## src/rtl/interconnect_pkg.sv

```systemverilog
// Shared types and helpers for the interconnect slice.
//   axi_rd_arb_state_e : state encoding of the AXI read arbiter
//   idx_width()        : bits needed to carry a requester index (at least 1)
package interconnect_pkg;

   typedef enum logic [1:0] {
      ARB_IDLE,
      ARB_AR,
      ARB_R
   } axi_rd_arb_state_e;

   function automatic int idx_width(input int n);
      return (n > 1) ? $clog2(n) : 1;
   endfunction

endpackage

```

## src/rtl/rr_arbiter.sv

```systemverilog
// Combinational round-robin pick. Searches req starting one position after
// ptr and wrapping modulo N, so the requester named by ptr has the lowest
// priority on this pick.
//   req       in  N   request vector
//   ptr       in  IW  index of the most recently served requester
//   gnt_oh    out N   one-hot grant
//   gnt_idx   out IW  binary index of the grant
//   gnt_valid out 1   at least one request is set
module rr_arbiter
   import interconnect_pkg::*;
#(
   parameter int N  = 2,
   parameter int IW = idx_width(N)
) (
   input  logic [N-1:0]  req,
   input  logic [IW-1:0] ptr,
   output logic [N-1:0]  gnt_oh,
   output logic [IW-1:0] gnt_idx,
   output logic          gnt_valid
);

   logic [IW-1:0] cand;

   always_comb begin
      gnt_oh    = '0;
      gnt_idx   = '0;
      gnt_valid = 1'b0;
      cand      = '0;
      for (int k = 1; k <= N; k++) begin
         cand = IW'((int'(ptr) + k) % N);
         if (!gnt_valid && req[cand]) begin
            gnt_valid    = 1'b1;
            gnt_idx      = cand;
            gnt_oh[cand] = 1'b1;
         end
      end
   end

endmodule

```

## src/rtl/axi_rd_arbiter.sv

```systemverilog
// Shares one AXI4 read master port (AR + R) between N_REQ requesters.
// One burst is outstanding at a time; the grant is held from AR issue until
// the RLAST handshake. The requester index is prefixed onto ARID and checked
// on return together with the beat count; violations set a sticky err_o.
//   clk_i, rst_ni          clock, asynchronous active-low reset
//   s_ar_*                 per-requester AR channels (flattened vectors)
//   s_r_*                  per-requester RVALID/RREADY, shared data/resp/last/id
//   m_ar_*, m_r_*          master-side AR and R channels
//   err_o                  sticky protocol error (ID prefix or beat count)
//   busy_o                 arbiter is not idle
module axi_rd_arbiter
   import interconnect_pkg::*;
#(
   parameter  int N_REQ          = 2,
   parameter  int AXI_ADDR_WIDTH = 32,
   parameter  int AXI_DATA_WIDTH = 64,
   parameter  int AXI_ID_WIDTH   = 4,
   localparam int IDX_W          = idx_width(N_REQ),
   localparam int M_ID_W         = AXI_ID_WIDTH + IDX_W
) (
   input  logic                              clk_i,
   input  logic                              rst_ni,
   input  logic [N_REQ-1:0]                  s_ar_valid_i,
   output logic [N_REQ-1:0]                  s_ar_ready_o,
   input  logic [N_REQ*AXI_ADDR_WIDTH-1:0]   s_ar_addr_i,
   input  logic [N_REQ*8-1:0]                s_ar_len_i,
   input  logic [N_REQ*AXI_ID_WIDTH-1:0]     s_ar_id_i,
   output logic [N_REQ-1:0]                  s_r_valid_o,
   input  logic [N_REQ-1:0]                  s_r_ready_i,
   output logic [AXI_DATA_WIDTH-1:0]         s_r_data_o,
   output logic [1:0]                        s_r_resp_o,
   output logic                              s_r_last_o,
   output logic [AXI_ID_WIDTH-1:0]           s_r_id_o,
   output logic                              m_ar_valid_o,
   input  logic                              m_ar_ready_i,
   output logic [AXI_ADDR_WIDTH-1:0]         m_ar_addr_o,
   output logic [7:0]                        m_ar_len_o,
   output logic [M_ID_W-1:0]                 m_ar_id_o,
   input  logic                              m_r_valid_i,
   output logic                              m_r_ready_o,
   input  logic [AXI_DATA_WIDTH-1:0]         m_r_data_i,
   input  logic [1:0]                        m_r_resp_i,
   input  logic                              m_r_last_i,
   input  logic [M_ID_W-1:0]                 m_r_id_i,
   output logic                              err_o,
   output logic                              busy_o
);

   axi_rd_arb_state_e state_q, state_d;
   logic [IDX_W-1:0]  grant_q, grant_d;
   logic [IDX_W-1:0]  rr_ptr_q, rr_ptr_d;
   logic [7:0]        beat_cnt_q, beat_cnt_d;
   logic [7:0]        len_q, len_d;
   logic              err_q, err_d;

   logic [AXI_ADDR_WIDTH-1:0] ar_addr [N_REQ];
   logic [7:0]                ar_len  [N_REQ];
   logic [AXI_ID_WIDTH-1:0]   ar_id   [N_REQ];

   logic [N_REQ-1:0] arb_oh;
   logic [IDX_W-1:0] arb_idx;
   logic             arb_valid;
   logic [7:0]       arb_len;
   logic             r_hs;

   for (genvar r = 0; r < N_REQ; r++) begin : g_unpack
      assign ar_addr[r] = s_ar_addr_i[r*AXI_ADDR_WIDTH +: AXI_ADDR_WIDTH];
      assign ar_len[r]  = s_ar_len_i[r*8 +: 8];
      assign ar_id[r]   = s_ar_id_i[r*AXI_ID_WIDTH +: AXI_ID_WIDTH];
   end

   rr_arbiter #(
      .N  (N_REQ),
      .IW (IDX_W)
   ) u_rr (
      .req       (s_ar_valid_i),
      .ptr       (rr_ptr_q),
      .gnt_oh    (arb_oh),
      .gnt_idx   (arb_idx),
      .gnt_valid (arb_valid)
   );

   // Length of the winning request, selected with the one-hot grant
   always_comb begin
      arb_len = '0;
      for (int r = 0; r < N_REQ; r++) begin
         if (arb_oh[r]) begin
            arb_len = arb_len | ar_len[r];
         end
      end
   end

   // AR payload and R payload are steered combinationally; only the
   // handshake qualifiers depend on the state.
   assign m_ar_addr_o = ar_addr[grant_q];
   assign m_ar_len_o  = ar_len[grant_q];
   assign m_ar_id_o   = {grant_q, ar_id[grant_q]};
   assign s_r_data_o  = m_r_data_i;
   assign s_r_resp_o  = m_r_resp_i;
   assign s_r_last_o  = m_r_last_i;
   assign s_r_id_o    = m_r_id_i[AXI_ID_WIDTH-1:0];
   assign r_hs        = m_r_valid_i && s_r_ready_i[grant_q];
   assign err_o       = err_q;
   assign busy_o      = (state_q != ARB_IDLE);

   always_comb begin
      state_d      = state_q;
      grant_d      = grant_q;
      rr_ptr_d     = rr_ptr_q;
      beat_cnt_d   = beat_cnt_q;
      len_d        = len_q;
      err_d        = err_q;
      s_ar_ready_o = '0;
      s_r_valid_o  = '0;
      m_ar_valid_o = 1'b0;
      m_r_ready_o  = 1'b0;
      case (state_q)
         ARB_IDLE: begin
            if (arb_valid) begin
               grant_d = arb_idx;
               len_d   = arb_len;
               state_d = ARB_AR;
            end
         end
         ARB_AR: begin
            m_ar_valid_o          = s_ar_valid_i[grant_q];
            s_ar_ready_o[grant_q] = m_ar_ready_i;
            // A requester withdrawing ARVALID breaks AXI; flag it and re-arbitrate
            if (!s_ar_valid_i[grant_q]) begin
               err_d   = 1'b1;
               state_d = ARB_IDLE;
            end else if (m_ar_ready_i) begin
               beat_cnt_d = '0;
               state_d    = ARB_R;
            end
         end
         ARB_R: begin
            s_r_valid_o[grant_q] = m_r_valid_i;
            m_r_ready_o          = s_r_ready_i[grant_q];
            if (r_hs) begin
               beat_cnt_d = beat_cnt_q + 8'd1;
               // beat_cnt_q counts beats already accepted, so the final beat
               // must arrive exactly when it equals ARLEN
               if (m_r_id_i[M_ID_W-1 -: IDX_W] != grant_q) begin
                  err_d = 1'b1;
               end
               if (m_r_last_i != (beat_cnt_q == len_q)) begin
                  err_d = 1'b1;
               end
               if (m_r_last_i) begin
                  rr_ptr_d = grant_q;
                  state_d  = ARB_IDLE;
               end
            end
         end
         default: state_d = ARB_IDLE;
      endcase
   end

   always_ff @(posedge clk_i or negedge rst_ni) begin
      if (!rst_ni) begin
         state_q    <= ARB_IDLE;
         grant_q    <= '0;
         rr_ptr_q   <= IDX_W'(N_REQ - 1);
         beat_cnt_q <= '0;
         len_q      <= '0;
         err_q      <= 1'b0;
      end else begin
         state_q    <= state_d;
         grant_q    <= grant_d;
         rr_ptr_q   <= rr_ptr_d;
         beat_cnt_q <= beat_cnt_d;
         len_q      <= len_d;
         err_q      <= err_d;
      end
   end

endmodule
```

## config.mk

```make
export PLATFORM = sky130hd
export DESIGN_NAME = axi_rd_arbiter
export DESIGN_NICKNAME = d
export VERILOG_FILES = /design/src/rtl/interconnect_pkg.sv /design/src/rtl/rr_arbiter.sv /design/src/rtl/axi_rd_arbiter.sv
export SDC_FILE = /design/constraint.sdc
export NUM_CORES = 1
export LEC_CHECK = 0
export ABC_AREA = 1
export CAP_MARGIN = 10
export CORE_AREA = 2 2 113 115
export CTS_BUF_LIST = sky130_fd_sc_hd__clkbuf_4
export DETAILED_ROUTE_END_ITERATION = 7
export DIE_AREA = 0 0 115 117
export GPL_ROUTABILITY_DRIVEN = 0
export PLACE_DENSITY = 0.61
export SYNTH_ARGS = -nofsm -noshare
export SYNTH_HDL_FRONTEND = slang
export SYNTH_SLANG_ARGS = --single-unit
export TNS_END_PERCENT = 100
```

## constraint.sdc

```tcl
create_clock -name clk_i -period 1.65 [get_ports clk_i]
set_input_delay 0.4125 -clock clk_i [delete_from_list [all_inputs] [get_ports clk_i]]
set_output_delay 0.4125 -clock clk_i [all_outputs]
set_load 0.05 [all_outputs]
```

Word level (Yosys, flattened, before mapping):

Index checks and enable logic that the tools add are counted.

* add/sub/neg operators: 3
* $lt $le $gt $ge: 7
* equality and inequality tests: 13
* mux-type cells: 50
* bitwise operators: 5
* reduce and logical (&&, ||, !) cells: 14

Operators by type and width (count)
* $mux W32: 3
* $mux W8: 8
* $mux W1: 21
* $mux W2: 9
* $pmux W8 S2: 1
* $mux W4: 3
* $ne A2 B2 Y1 const B: 6
* $reduce_and A4 Y1: 3
* $add A8 B1 Y8 const B: 1
* $eq A8 B8 Y1: 1
* $or A8 B8 Y8: 1
* $lt A1 B2 Y1 const B: 3
* $ne A3 B3 Y1 const B: 2
* $pmux W2 S3: 1
* $logic_and A1 B1 Y1: 5
* $and A2 B2 Y2: 2
* $reduce_bool A2 Y1: 2
* $demux W1 S1: 3
* $ge A1 B1 Y1 const B: 3
* $reduce_and A3 Y1: 1
* $add A1 B1 Y1 const B: 2
* $eq A2 B1 Y1 const B: 1
* $eq A2 B2 Y1 const B: 1
* $ge A2 B2 Y1 const B: 1
* 7 further kinds: 8

* register bits: 21
* input port bits: 168
* output and inout bits: 124
* word-level logic and storage cells: 98

Depth between registers and ports, before layout:

Gate-level depths: netlist of the first run.

* depth after elaboration: 11
* mapped depth: 10
* gate-level depth less buffers: 10

Cells and area by module:

From an unflattened synthesis of the first run, not the netlist that was laid out.

* cells, all modules: 387
* area total of the unflattened synthesis: 2371.0 um2

Modules (own cells, without submodules)
* axi_rd_arbiter: instances 1, cells an instance 380, area each 2339.7 um2, seq. area each 526.8 um2
* rr_arbiter: instances 1, cells an instance 7, area each 31.3 um2, seq. area each 0.0 um2

Worst setup path after synthesis of the first run:

Ideal clock, no wire load.

* path type: register -> output
* start: register grant_q
* end: output m_ar_len_o[4]
* arrival: 1.907 ns
* data required time: 1.237 ns
* path slack: -0.669 ns
* stages on the path, launching flop included: 4
* buffers on the path: 2
* cells stage by stage: dfrtp_1 -> clkbuf_1 -> buf_2 -> o21ai_0

* word-level cells in the longest chain between the ends: 4

RTL lines
* from (decl): RTL line axi_rd_arbiter.sv:50 `logic [IDX_W-1:0] grant_q, grant_d;`
* from (signal assigned): RTL line axi_rd_arbiter.sv:170 `grant_q <= grant_d;`
* $not A1 Y2 (not written as such): RTL line axi_rd_arbiter.sv:96 `assign m_ar_len_o = ar_len[grant_q];`
* $mux W8 (not written as such) (3 in a row): RTL line axi_rd_arbiter.sv:96
* to (decl): RTL line axi_rd_arbiter.sv:37 `output logic [7:0] m_ar_len_o,`

Every way passes these cells. The select of a mux whose other input is x is not followed.

Worst setup path in the final report of the first run:

* start: register grant_q
* end: output m_ar_len_o[3]

Same word-level chain as after synthesis.

==> results_dict.tcl, run 1 <==
set metrics [dict create \
    outcome "complete, but fails checks" \
    violations "setup timing" \
    place_hpwl_um 7020 \
    fin_area_um2 4640 \
    worstSetupPathType "reg2out" \
    wl_um 9080 \
    yosys.area.top_type_share_pct 26.0 \
    synth_flop_cell "dfrtp_1" \
    start_util_pct 19.6 \
    power.total_mw 8.47 \
    rsz0062_at_grt "yes" \
    grt_pass1_wl_um 13000 \
    leakagePower_nw 2.17 \
    period_share_pct 116 \
    cap_violations 0 \
    avgSynthCellArea_um2 6.08 \
    timing.setup.tns_ns -11.05 \
    fin_cells 663 \
    drv_slew 0 \
    ir_drop_uv 1000 \
    cts_htree_levels 1 \
    p_per_area_nw_per_um2 1820 \
    grt_max_degree 36 \
    synth_area_um2 2410 \
    cts-root-buf "clkbuf_4" \
    worst_clock_skew_ns 0.00727 \
    die-area_um2 13500 \
    clock_latency_ns 0.31 \
    setup_viol 51 \
    seq_power_share_pct 11.1 \
    final_cell_mix "nand2_1 (119), clkdlybuf4s50_1 (94), nand2_2 (48), buf_8 (37), buf_4 (36)" \
    async_flop_share_pct 100 \
    path_max_fanout 10 \
    cp.arrival_ns 1.50 \
    clkPwrFrac_pct 3.2 \
    ys_seq_area_share_pct 21.8 \
    ant_nets 0 \
    diodes 0 \
    first_global_vias 2667 \
    period_needed_ns 1.91 \
    viasPerCell 4.19 \
    antenna_found_initial 0 \
    avgRoutedWirePerCell_um 13.7 \
    yosysWarnings 0 \
    die_h_um 117 \
    layout_commonest_cell "nand2_1" \
    grt-ovfl-total 0 \
    dieWidth_um 115 \
    synthToLayoutAreaGrowth_pct 92.4 \
    fin_ws_ns -0.264 \
    hold_path.class "in2async" \
    num_rows 41 \
    gr-usage-all-layers_pct 12.1 \
    p_comb_share_pct 85.7 \
    remaining_drc_errors 0 \
    p_sw_mw 4.53 \
    fmax_ghz 0.522 \
    fill_cells 1267 \
    synth_seq_cells 21 \
    relSlewSlack_pct 79.6 \
    dr.first_iter.drc_count 71 \
    postCtsHoldBufs 0 \
    nNetsFinal 683 \
    end_kind "primary output" \
    firstDrtPassIters 4 \
    tightestPinTransition_ns 0.304 \
    clockBufferDepth 2 \
    cts_tree "built" \
    numCtsBuffers 3 \
    swShare_pct 53.4 \
    cts_sinks 21 \
    syn_inst 397 \
    placed_cell_area_um2 4050 \
    cp-start-kind "register" \
    internal-power_mw 3.95 \
    yosysTopAreaCell "nand2_1" \
    synth_nets 566 \
    vias 2779 \
    dp_cells 649 \
    hold-worst-slack_ns 0.428 \
    synth_cell_types 29 \
    portBuffers 151 \
    drive_gt1_share_pct 35.9 \
    cp_data_required_time_ns 1.24 \
    coreArea_um2 12300 \
    clkTransAtPathRegs_ns 0.12 \
    synth_area_leaders "nand2_1 (26%), buf_4 (23%), dfrtp_1 (21%)" \
    finalHoldViolations 0 \
    synth_edf_count 0 \
    io_pins 292 \
]
[worst paths after layout]
check                                     from                         to  slack [ns]  cells past startpoint
max reg2reg                grant_q$_DFFE_PN0P_  beat_cnt_q[5]$_DFFE_PN0P_        0.07                      9
max                        grant_q$_DFFE_PN0P_              m_ar_len_o[3]       -0.26                      4
max in group asynchronous               rst_ni       rr_ptr_q$_DFFE_PN1P_        0.94                      2
min in group clk_i           err_o$_DFFE_PN0P_          err_o$_DFFE_PN0P_        0.54                      2
min                                     rst_ni  beat_cnt_q[7]$_DFFE_PN0P_        0.43                      2
min reg2reg                  err_o$_DFFE_PN0P_          err_o$_DFFE_PN0P_        0.54                      2
[per-layer routing]
layer	GRT usage [%]	up-vias	share of wire [%]
met3	2.21	20	6.5
met2	20.2	123	50
li1	-	1381	-
met4	4.34	0	2.1
met5	0	-	0
met1	15.7	1255	41
[metrics by stage]
step	util (%)	worst slack [ns]
final	37.7	-0.264
after global routing	37.7	-0.334
after CTS	36.3	-0.254
after detailed placement	32.9	-0.328
after global placement	32.9	-0.333
after floorplan	-	-0.0877
[cell type report]
class                           count  area (um2)  share of cell area [%]
Timing Repair Buffer              197        2320                    50.1
Multi-Input combinational cell    257        1440                    31.0
Sequential cell                    21         528                    11.4
Tap cell                          150         188                    4.04
Inverter                           34         133                    2.86
Clock buffer                        4        30.0                   0.647
[critical path: stages (launching register included)]
cell	delay, ns
dfrtp_2	0.52
buf_12	0.18
clkbuf_16	0.18
o21ai_4	0.16
buf_12	0.15
[cells by family after synthesis]
logic type / count (synthesis) / share of synthesized area (%)
DFF: 21 / 21.8
buffers and inverters: 119 / 30.6
muxes: 1 / 0.467
adders and majority gates: 1 / 0.518
xor gates and xnor gates: 6 / 2.18
and+or+nand+nor: 214 / 35.6
AOI/OAI and AO/OA: 35 / 8.81
[power by group through the flow]
stage / clock network, mW / registers (mW) / logic, mW
finish: 0.270 / 0.943 / 7.26
global route: 0.303 / 0.970 / 7.69
CTS: 0.277 / 0.919 / 6.90
detailed placement: 0 / 0.926 / 5.89
floorplan: 0 / 0.859 / 4.25
global placement: 0 / 0.926 / 5.85
[sequential cells by signal (all words and copies together), names as in the netlist]
name / count
beat_cnt_q: 8
len_q: 8
state_q: 2
err_o: 1
grant_q: 1
rr_ptr_q: 1
[Yosys cell counts (all sizes together), types with 2 or more instances]
cell	n
o221ai	3
clkbuf	5
nor2	15
o31ai	2
nand2	171
inv	34
xnor2	3
dfrtp	20
o21ai	22
nand3	18
buf	80
or2	2
a21oi	8
nor3	6
xor2	3
[repair_timing]
item | in CTS | in global routing
setup endpoints to repair | 50 | 53
resized for setup | 91 | 23
cloned | 1 | 2
setup buffers | 3 | 5
pin swaps | 4 | 14
Power figures use the tool's default switching activity.
==> inputs of run 2 (changes only) <==
Settings changed: GPL_ROUTABILITY_DRIVEN 0 to not set.
==> run 2 against run 1 <==
  * The run still ends with setup timing left
  * Sequential power shrank 3.1%
  * Worst setup slack gained 0.0023 ns
  * Cell count grew 0.90%
  * Sequential share of layout area shrank 0.84 points
  * Critical path type unchanged
==> results_dict.tcl, run 2 (synthesized netlist as in run 1, its figures left out) <==
set metrics [dict create \
    outcome "complete, but fails checks" \
    violations "setup timing" \
    path_cells "buf_12 > o21ai_4 > buf_6 > inv_4 > nor2_4 > buf_12" \
    timing.setup.tns_ns -9.44 \
    ir_drop_uv 1080 \
    wl_met2_um 4870 \
    wl_met3_um 556 \
    cts_sinks 21 \
    clock_latency_ns 0.31 \
    clockBufferDepth 2 \
    cts-root-buf "clkbuf_4" \
    io_pins 292 \
    tightestPinTransition_ns 0.289 \
    avgRoutedWirePerCell_um 14.8 \
    antenna_found_initial 0 \
    worst_clock_skew_ns 0.00236 \
    period_share_pct 116 \
    dieWidth_um 115 \
    routabilityCongestion 0.809 \
    period_needed_ns 1.91 \
    hold_path.class "in2async" \
    cpLargestDelayFamily "buffers and inverters" \
    fmax_ghz 0.523 \
    critPathMaxStageDelay_ns 0.47 \
    coreArea_um2 12300 \
    cp-start-kind "register" \
    met1_length_um 4270 \
    diodes 0 \
    post-place-ws_ns -0.312 \
    ant_nets 0 \
    die_h_um 117 \
    end_kind "primary output" \
    largestRegisters "beat_cnt_q (8), len_q (8), state_q (2)" \
    firstDrtPassIters 5 \
    cts_tree "built" \
    cp_data_required_time_ns 1.24 \
    fin_area_um2 5010 \
    grt-ovfl-total 0 \
    setup_viol 51 \
    portBuffers 151 \
    start_util_pct 19.6 \
    viasPerCell 4.20 \
    hold-worst-slack_ns 0.436 \
    p_per_area_nw_per_um2 1860 \
    cp_slowest_cell "dfrtp_2" \
    gr-usage-all-layers_pct 13.3 \
    path_max_fanout 7 \
    final_cell_mix "clkdlybuf4s50_1 (95), nand2_1 (90), nand2_2 (55), buf_8 (37), buf_4 (34)" \
    rsz0062_at_grt "yes" \
    cp_num_buf_inv 4 \
    dr.first_iter.drc_count 84 \
    drv_slew 0 \
    place_hpwl_um 7020 \
    die-area_um2 13500 \
    finalHoldViolations 0 \
    cp.arrival_ns 1.50 \
    ff2ff_setup_slack_ns 0.02 \
    grt_pass1_wl_um 14000 \
    num_rows 41 \
    worstSetupPathType "reg2out" \
    worst_path_most_repeated_cell "buf_12" \
    cts_htree_levels 1 \
    numCtsBuffers 3 \
    drive_gt1_share_pct 41.8 \
    clkTransAtPathRegs_ns 0.13 \
    leakagePower_nw 2.34 \
    first_global_vias 2692 \
    remaining_drc_errors 0 \
    fin_ws_ns -0.262 \
    wl_um 9890 \
    nNetsFinal 689 \
    grt_max_degree 23 \
    relSlewSlack_pct 80.7 \
    top_layer_used "met4" \
    synthToLayoutAreaGrowth_pct 108 \
    vias 2808 \
    placed_cell_area_um2 4050 \
    layout_commonest_cell "clkdlybuf4s50_1" \
    cap_violations 0 \
]
## run 2: layer usage
layer	up-vias	GRT usage, %
li1	1395	-
met1	1276	17.7
met2	117	22.2
met3	20	2.01
met4	0	4.10
met5	-	0
## run 2: area by class of cell
cell class / instances / area, um2
sequential: 21 / 528
fill: 1250 / 7300
multi-input combinational: 257 / 1630
timing repair buffer: 202 / 2470
tap: 150 / 188
inverter: 34 / 159
clock buffer: 4 / 30.0
timing repair inverter: 1 / 11.3
## run 2: power by group
group	internal (mW)	switching (mW)
Clock	0.111	0.169
Combinational	3.58	4.57
Sequential	0.716	0.198
## run 2: final timing paths
check / from / endpoint / cells past startpoint
max in group asynchronous: rst_ni / rr_ptr_q$_DFFE_PN1P_ / 2
min in group clk_i: err_o$_DFFE_PN0P_ / err_o$_DFFE_PN0P_ / 2
max reg2reg: grant_q$_DFFE_PN0P_ / beat_cnt_q[5]$_DFFE_PN0P_ / 10
max: grant_q$_DFFE_PN0P_ / m_ar_valid_o / 6
min reg2reg: err_o$_DFFE_PN0P_ / err_o$_DFFE_PN0P_ / 2
min: rst_ni / beat_cnt_q[5]$_DFFE_PN0P_ / 2
## run 2: timing repair
| action | 4_1_cts | 5_1_grt |
|---|---|---|
| endpoints found under the setup margin | 52 | 55 |
| hold buffers | 0 | 0 |
| cloned | 5 | 5 |
| buffers inserted | 6 | 3 |
| pin swaps | 14 | 13 |
| gates resized for setup | 130 | 47 |
## run 2: worst reg2reg max path, cell delays in order (launching register included)
cell     delay [ns]
dfrtp_2        0.44
buf_12         0.17
buf_12         0.16
nand2_4        0.06
a21oi_4        0.16
buf_6          0.13
nand2_2        0.06
nand2_4        0.13
nand2_1        0.07
o21ai_1        0.13
nor2_1         0.05
## run 2: per-stage QoR
stage          utilization [%]  power [mW]  instances
3_3_place_gp              32.9        6.80        649
5_1_grt                   40.7        9.85        669
4_1_cts                   38.8        8.98        664
2_1_floorplan                -        5.11        397
6_report                  40.7        9.34        669
3_5_place_dp              32.9        6.85        649
